## config.mk

```make
export PLATFORM = sky130hd
export DESIGN_NAME = block_word_loader
export DESIGN_NICKNAME = d
export VERILOG_FILES = /design/src/rtl/block_word_loader.sv
export SDC_FILE = /design/constraint.sdc
export NUM_CORES = 2
export LEC_CHECK = 0
export ABC_CLOCK_PERIOD_IN_PS = 37800
export CORE_MARGIN = 2
export CORE_UTILIZATION = 55
export CTS_CLUSTER_SIZE = 40
export DETAILED_ROUTE_END_ITERATION = 8
export GPL_TIMING_DRIVEN = 0
export HOLD_SLACK_MARGIN = 0.03
export PLACE_DENSITY = 0.92
export SKIP_LAST_GASP = 1
export SLEW_MARGIN = 20
export SYNTH_ARGS = -nofsm -noshare
export SYNTH_HDL_FRONTEND = slang
export SYNTH_SLANG_ARGS = --single-unit
```

## constraint.sdc

```tcl
create_clock -name clk -period 37.8 [get_ports clk]
set_input_delay 5.67 -clock clk [delete_from_list [all_inputs] [get_ports clk]]
set_output_delay 5.67 -clock clk [all_outputs]
set_load 0.03 [all_outputs]
```

## src/rtl/block_word_loader.sv

```systemverilog
// block_word_loader
//   Assembles 32-bit work words into 512-bit SHA-256 message blocks. The assembly
//   buffer and the output register form a ping-pong pair, so the next block can
//   fill while the hashing core still holds the current one.
//
//   Optional feature macro: BLOCK_LOADER_BYTE_SWAP_EN
//     defined   - each word is byte-reversed on capture (in_word[7:0] -> slot[31:24])
//     undefined - words are stored verbatim
//
// Ports
//   clk        in   clock, rising edge
//   rst        in   asynchronous active-high reset
//   in_word    in   [31:0] work word
//   in_valid   in   in_word valid
//   in_last    in   final word of frame (qualified by in_valid)
//   in_ready   out  loader accepts a word this cycle
//   abort      in   synchronous flush of all block state
//   out_block  out  [511:0] assembled block, word k at [32k+31:32k]
//   out_valid  out  out_block holds an unconsumed block
//   out_ready  in   hashing core accepts out_block
//   word_cnt   out  [3:0] next word slot
//   blk_cnt    out  [15:0] blocks delivered, wrapping
//   frame_err  out  one-cycle pulse on a malformed frame
module block_word_loader (
   input  logic         clk,
   input  logic         rst,
   input  logic [31:0]  in_word,
   input  logic         in_valid,
   input  logic         in_last,
   output logic         in_ready,
   input  logic         abort,
   output logic [511:0] out_block,
   output logic         out_valid,
   input  logic         out_ready,
   output logic [3:0]   word_cnt,
   output logic [15:0]  blk_cnt,
   output logic         frame_err
);

   localparam int unsigned Words = 16;
   localparam int unsigned WordW = 32;

   typedef enum logic [0:0] {StFill, StFull} state_e;

   state_e                           state_q;
   logic                             run_q;  // low only until the first edge after reset
   logic [3:0]                       cnt_q;
   logic [15:0]                      blk_cnt_q;
   logic                             out_valid_q;
   logic [511:0]                     out_block_q;
   logic                             frame_err_q;
   logic [Words-1:0][WordW-1:0]      asm_q;

   logic                             in_hs;
   logic                             out_hs;
   logic [WordW-1:0]                 cap_word;

   // in_ready depends on registered state only
   assign in_ready = run_q && (state_q == StFill);
   assign in_hs    = in_valid && in_ready;
   assign out_hs   = out_valid_q && out_ready;

`ifdef BLOCK_LOADER_BYTE_SWAP_EN
   assign cap_word = {in_word[7:0], in_word[15:8], in_word[23:16], in_word[31:24]};
`else
   assign cap_word = in_word;
`endif

   always_ff @(posedge clk or posedge rst) begin
      if (rst) begin
         state_q     <= StFill;
         run_q       <= 1'b0;
         cnt_q       <= '0;
         blk_cnt_q   <= '0;
         out_valid_q <= 1'b0;
         out_block_q <= '0;
         frame_err_q <= 1'b0;
         asm_q       <= '0;
      end else begin
         run_q       <= 1'b1;
         frame_err_q <= 1'b0;
         if (abort) begin
            // Handshakes in this cycle are dropped; blk_cnt is kept.
            state_q     <= StFill;
            cnt_q       <= '0;
            out_valid_q <= 1'b0;
         end else begin
            if (out_hs) begin
               blk_cnt_q   <= blk_cnt_q + 16'd1;
               out_valid_q <= 1'b0;
            end
            unique case (state_q)
               StFill: begin
                  if (in_hs) begin
                     if (in_last && (cnt_q != 4'd15)) begin
                        cnt_q       <= '0;
                        frame_err_q <= 1'b1;
                     end else if (cnt_q == 4'd15) begin
                        cnt_q <= '0;
                        if (!out_valid_q || out_ready) begin
                           // Output register free (or draining now): load directly.
                           out_block_q <= {cap_word, asm_q[Words-2:0]};
                           out_valid_q <= 1'b1;
                        end else begin
                           asm_q[cnt_q] <= cap_word;
                           state_q      <= StFull;
                        end
                     end else begin
                        asm_q[cnt_q] <= cap_word;
                        cnt_q        <= cnt_q + 4'd1;
                     end
                  end
               end
               StFull: begin
                  if (out_hs) begin
                     out_block_q <= asm_q;
                     out_valid_q <= 1'b1;
                     state_q     <= StFill;
                  end
               end
               default: state_q <= StFill;
            endcase
         end
      end
   end

   assign out_block = out_block_q;
   assign out_valid = out_valid_q;
   assign word_cnt  = cnt_q;
   assign blk_cnt   = blk_cnt_q;
   assign frame_err = frame_err_q;

endmodule

```

==> results.cfg <==
[setup_path]
worst_r2r_endpoint = asm_q[196]$_DFFE_PP0P_
cp-start-kind = flip-flop
r2r_setup_slack_ns = 34.90
cp.required_ns = 32.13
reg2reg_depth = 5
r2r_start = word_cnt[3]$_DFFE_PP0P_
cp.arrival_ns = 2.84
path_class = flip-flop to primary output
cp-end-kind = primary output
cp_max_fo = 10

[clock_network]
clockBufferDepth = 3
clk_latency_ns = 0.68
cts_resized = 0
cts.reportedPaths.clkPinSlew_ns = 0.06
htreeDepth = 3
cts-root-buf = clkbuf_16
ctsHoldBuffers = 0
cts_buffers = 105
cts.sinks = 1048
cts_setup_buffers = 0
cts_tree = yes

[logic_synthesis]
synthArstFlopShare_pct = 100.0
synthesis.nets = 2406
synth-seq-area-share_pct = 63.01
synthesis.area_sq_um = 41620
synth_top_area_share_pct = 63.01
synth_seq_cells = 1048
post_synth_num_cell_types = 39
yosysTopAreaCell = dfrtp_1
synth_flop_cell = dfrtp_1
avgSynthCellArea_sq_um = 17.61
synth_area_leaders = dfrtp_1, mux2_4, mux2_2
ys_warn_count = 0
synth_edf_count = 0
synthCells = 2363

[sta]
max_slew_margin_pct = 30.34
finalHoldViolCount = 0
slew_viol_final = 0
finClkSkew_ns = 0.04337
finalCritPeriodShare_pct = 22.51
max_freq_ghz = 0.1175
setup_viol_count_final = 0
post-route-worst-setup-slack_ns = 29.29
rsz0062_at_grt = no
tightestPinTransition_ns = 1.045
min_period_ns = 8.508

[power_and_ir_drop]
p_clk_share_pct = 47.0
power_frac_seq_pct = 49.6
p_sw_mw = 0.5195
pwr-share-comb_pct = 3.3
p_leak_nw = 26.97
p_per_area_nw_per_um2 = 44.08
intPower_mw = 1.795
finalPower_mw = 2.315
ir_worst_vdd_v = 0.00004072
swShare_pct = 22.44

[worst_hold_path]
whs_path_depth = 1
min_to = out_block[381]$_DFFE_PP0P_
min_path_type = flip-flop to flip-flop
holdCritStartpoint = asm_q[381]$_DFFE_PP0P_

[global_routing]
grt_usage_pct = 30.51
globalRouteMet2Util_pct = 51.26
grt_max_degree = 115
grt_use_met3_pct = 7.246
antenna_found_initial = 3
grt.busiest_layer = met2
grt_first_pass_wirelength_um = 176800
use_met1_pct = 37.34
grt_pass1_vias = 26660
grt_remaining_overflow = 0

[placed_design]
post-place-ws_ns = 29.15
gp_congestion = 0.8538
post-place-cells = 3914
dp_hpwl_um = 79210
port_buffers = 572

[routing]
antenna_left = 0
drc = 0
wl_per_cell_um = 28.74
finalWirelength_um = 118200
first_pass_iters = 5
routed_via_density = 5.732
vias = 23560
drtIter0Drc = 1402

[die]
rows = 100
coreArea_sq_um = 74700
die_area_sq_um = 77890
initial_core_util_pct = 55.72
boundaryPins = 573
die_w_um = 279.1
die_h_um = 279.1

[layout]
layout-drive-gt1-share_pct = 42.21
postLayoutCoreUtil_pct = 70.29
nets = 3095
instances_no_fill = 4111
area_delta_synth_final_pct = 26.16

[run]
drv_cap = 0

[run_status]
status = complete, no violations
-- worst max-delay path by stage --
stage / start / end / depth (start not counted)
after floorplan: rst / asm_q[0]$_DFFE_PP0P_ / 1
after global placement: rst / asm_q[440]$_DFFE_PP0P_ / 2
after detailed placement: rst / asm_q[117]$_DFFE_PP0P_ / 6
after CTS: state_q$_DFF_PP0_ / in_ready / 4
after global routing: state_q$_DFF_PP0_ / in_ready / 4
final: state_q$_DFF_PP0_ / in_ready / 4
-- final cells by class --
class | count | area (sq um)
antenna | 3 | 7.507
buffer | 148 | 988.4
clock buffer | 153 | 3079
clock inverter | 41 | 579.3
fill | 4325 | 22190
inverter | 7 | 33.78
multi-input combinational | 1160 | 14380
sequential | 1048 | 26230
tap | 969 | 1212
timing repair buffer | 582 | 6001
-- logic make-up (layout without fill, tap and decap cells) --
kind of cell             count (synthesis)  count (layout)  synth area share, %
multiplexers                          1057            1057                32.93
AO/OA/AOI/OAI                           14              14               0.2165
adder cells (fa/ha/maj)                  5               5               0.1503
other                                    1               4             0.009010
XOR/XNOR                                15              15               0.3157
flip-flops                            1048            1048                63.01
AND/OR/NAND/NOR                         68              68               0.9290
buffers and inverters                  155             931                2.438
-- cells in the mapped netlist (all sizes together), types with 2 or more instances --
library cell and n:
mux2 1057, dfrtp 1048, buf 91, clkbuf 57
nand2 15, nor2 14, xnor2 12, nand4 10
nand3 9, inv 7, a21oi 5, ha 5
and3 3, and3b 3, nor2b 3, o21ai 3
xor2 3, nor3 2, or2 2
-- critical path: stages, from the launching register on --
cell	delay [ns]
dfrtp_1	0.36
clkbuf_1	0.49
clkbuf_1	0.53
nor2b_1	0.12
clkdlybuf4s50_1	0.67
-- per-layer routing --
layer / vias to the layer above / share of wire [%]
met5: - / 0.023
met4: 4 / 5.1
met3: 323 / 6.3
met2: 907 / 50
met1: 12620 / 39
li1: 9711 / -
-- sequential cells by signal, summed over array words and instances (netlist names) --
name,cells
out_block,512
out_valid,1
state_q,1
word_cnt,4
run_q,1
asm_q,512
blk_cnt,16
frame_err,1
-- per-stage QoR --
step	cell area (sq um)	hold WS (ns)	TNS (ns)
global route	52500	0.4966	0
CTS	52500	0.4785	0
finish	52510	0.4750	0
global placement	48560	0.4649	-5897.27
floorplan	41620	0.4522	0
detailed placement	48840	0.4770	0
-- placed cells by master, fill, tap and decap left out, types with 2 or more instances in the layout --
cell,Yosys,layout
clkbuf_16,0,106
buf_6,53,53
and3_1,3,3
dfrtp_1,1048,1048
xnor2_1,12,12
o21ai_0,3,3
buf_16,0,10
clkbuf_8,0,25
mux2_2,576,576
clkinv_16,0,4
clkinvlp_4,0,6
buf_2,28,28
and3b_1,3,3
nor3_1,2,2
xor2_1,3,3
nand4_1,10,10
nor2_1,14,14
clkdlybuf4s50_1,0,572
mux2_4,480,480
clkinv_4,0,2
inv_1,7,6
clkinv_2,0,18
nor2b_1,3,3
ha_1,5,5
clkbuf_1,57,79
bufinv_16,0,9
nand3_1,8,8
nand2_1,15,15
a21oi_1,5,5
buf_1,10,10
diode_2,0,3
-- power groups by stage --
stage               Combinational [mW]  Sequential, mW  Clock [mW]
finish                          0.0773            1.15        1.09
global route                    0.0843            1.15        1.15
CTS                             0.0782            1.15        1.10
detailed placement              0.0770            1.17           0
global placement                0.0692            1.17           0
floorplan                       0.0386            1.17           0
(Power assumes the default switching activity.)
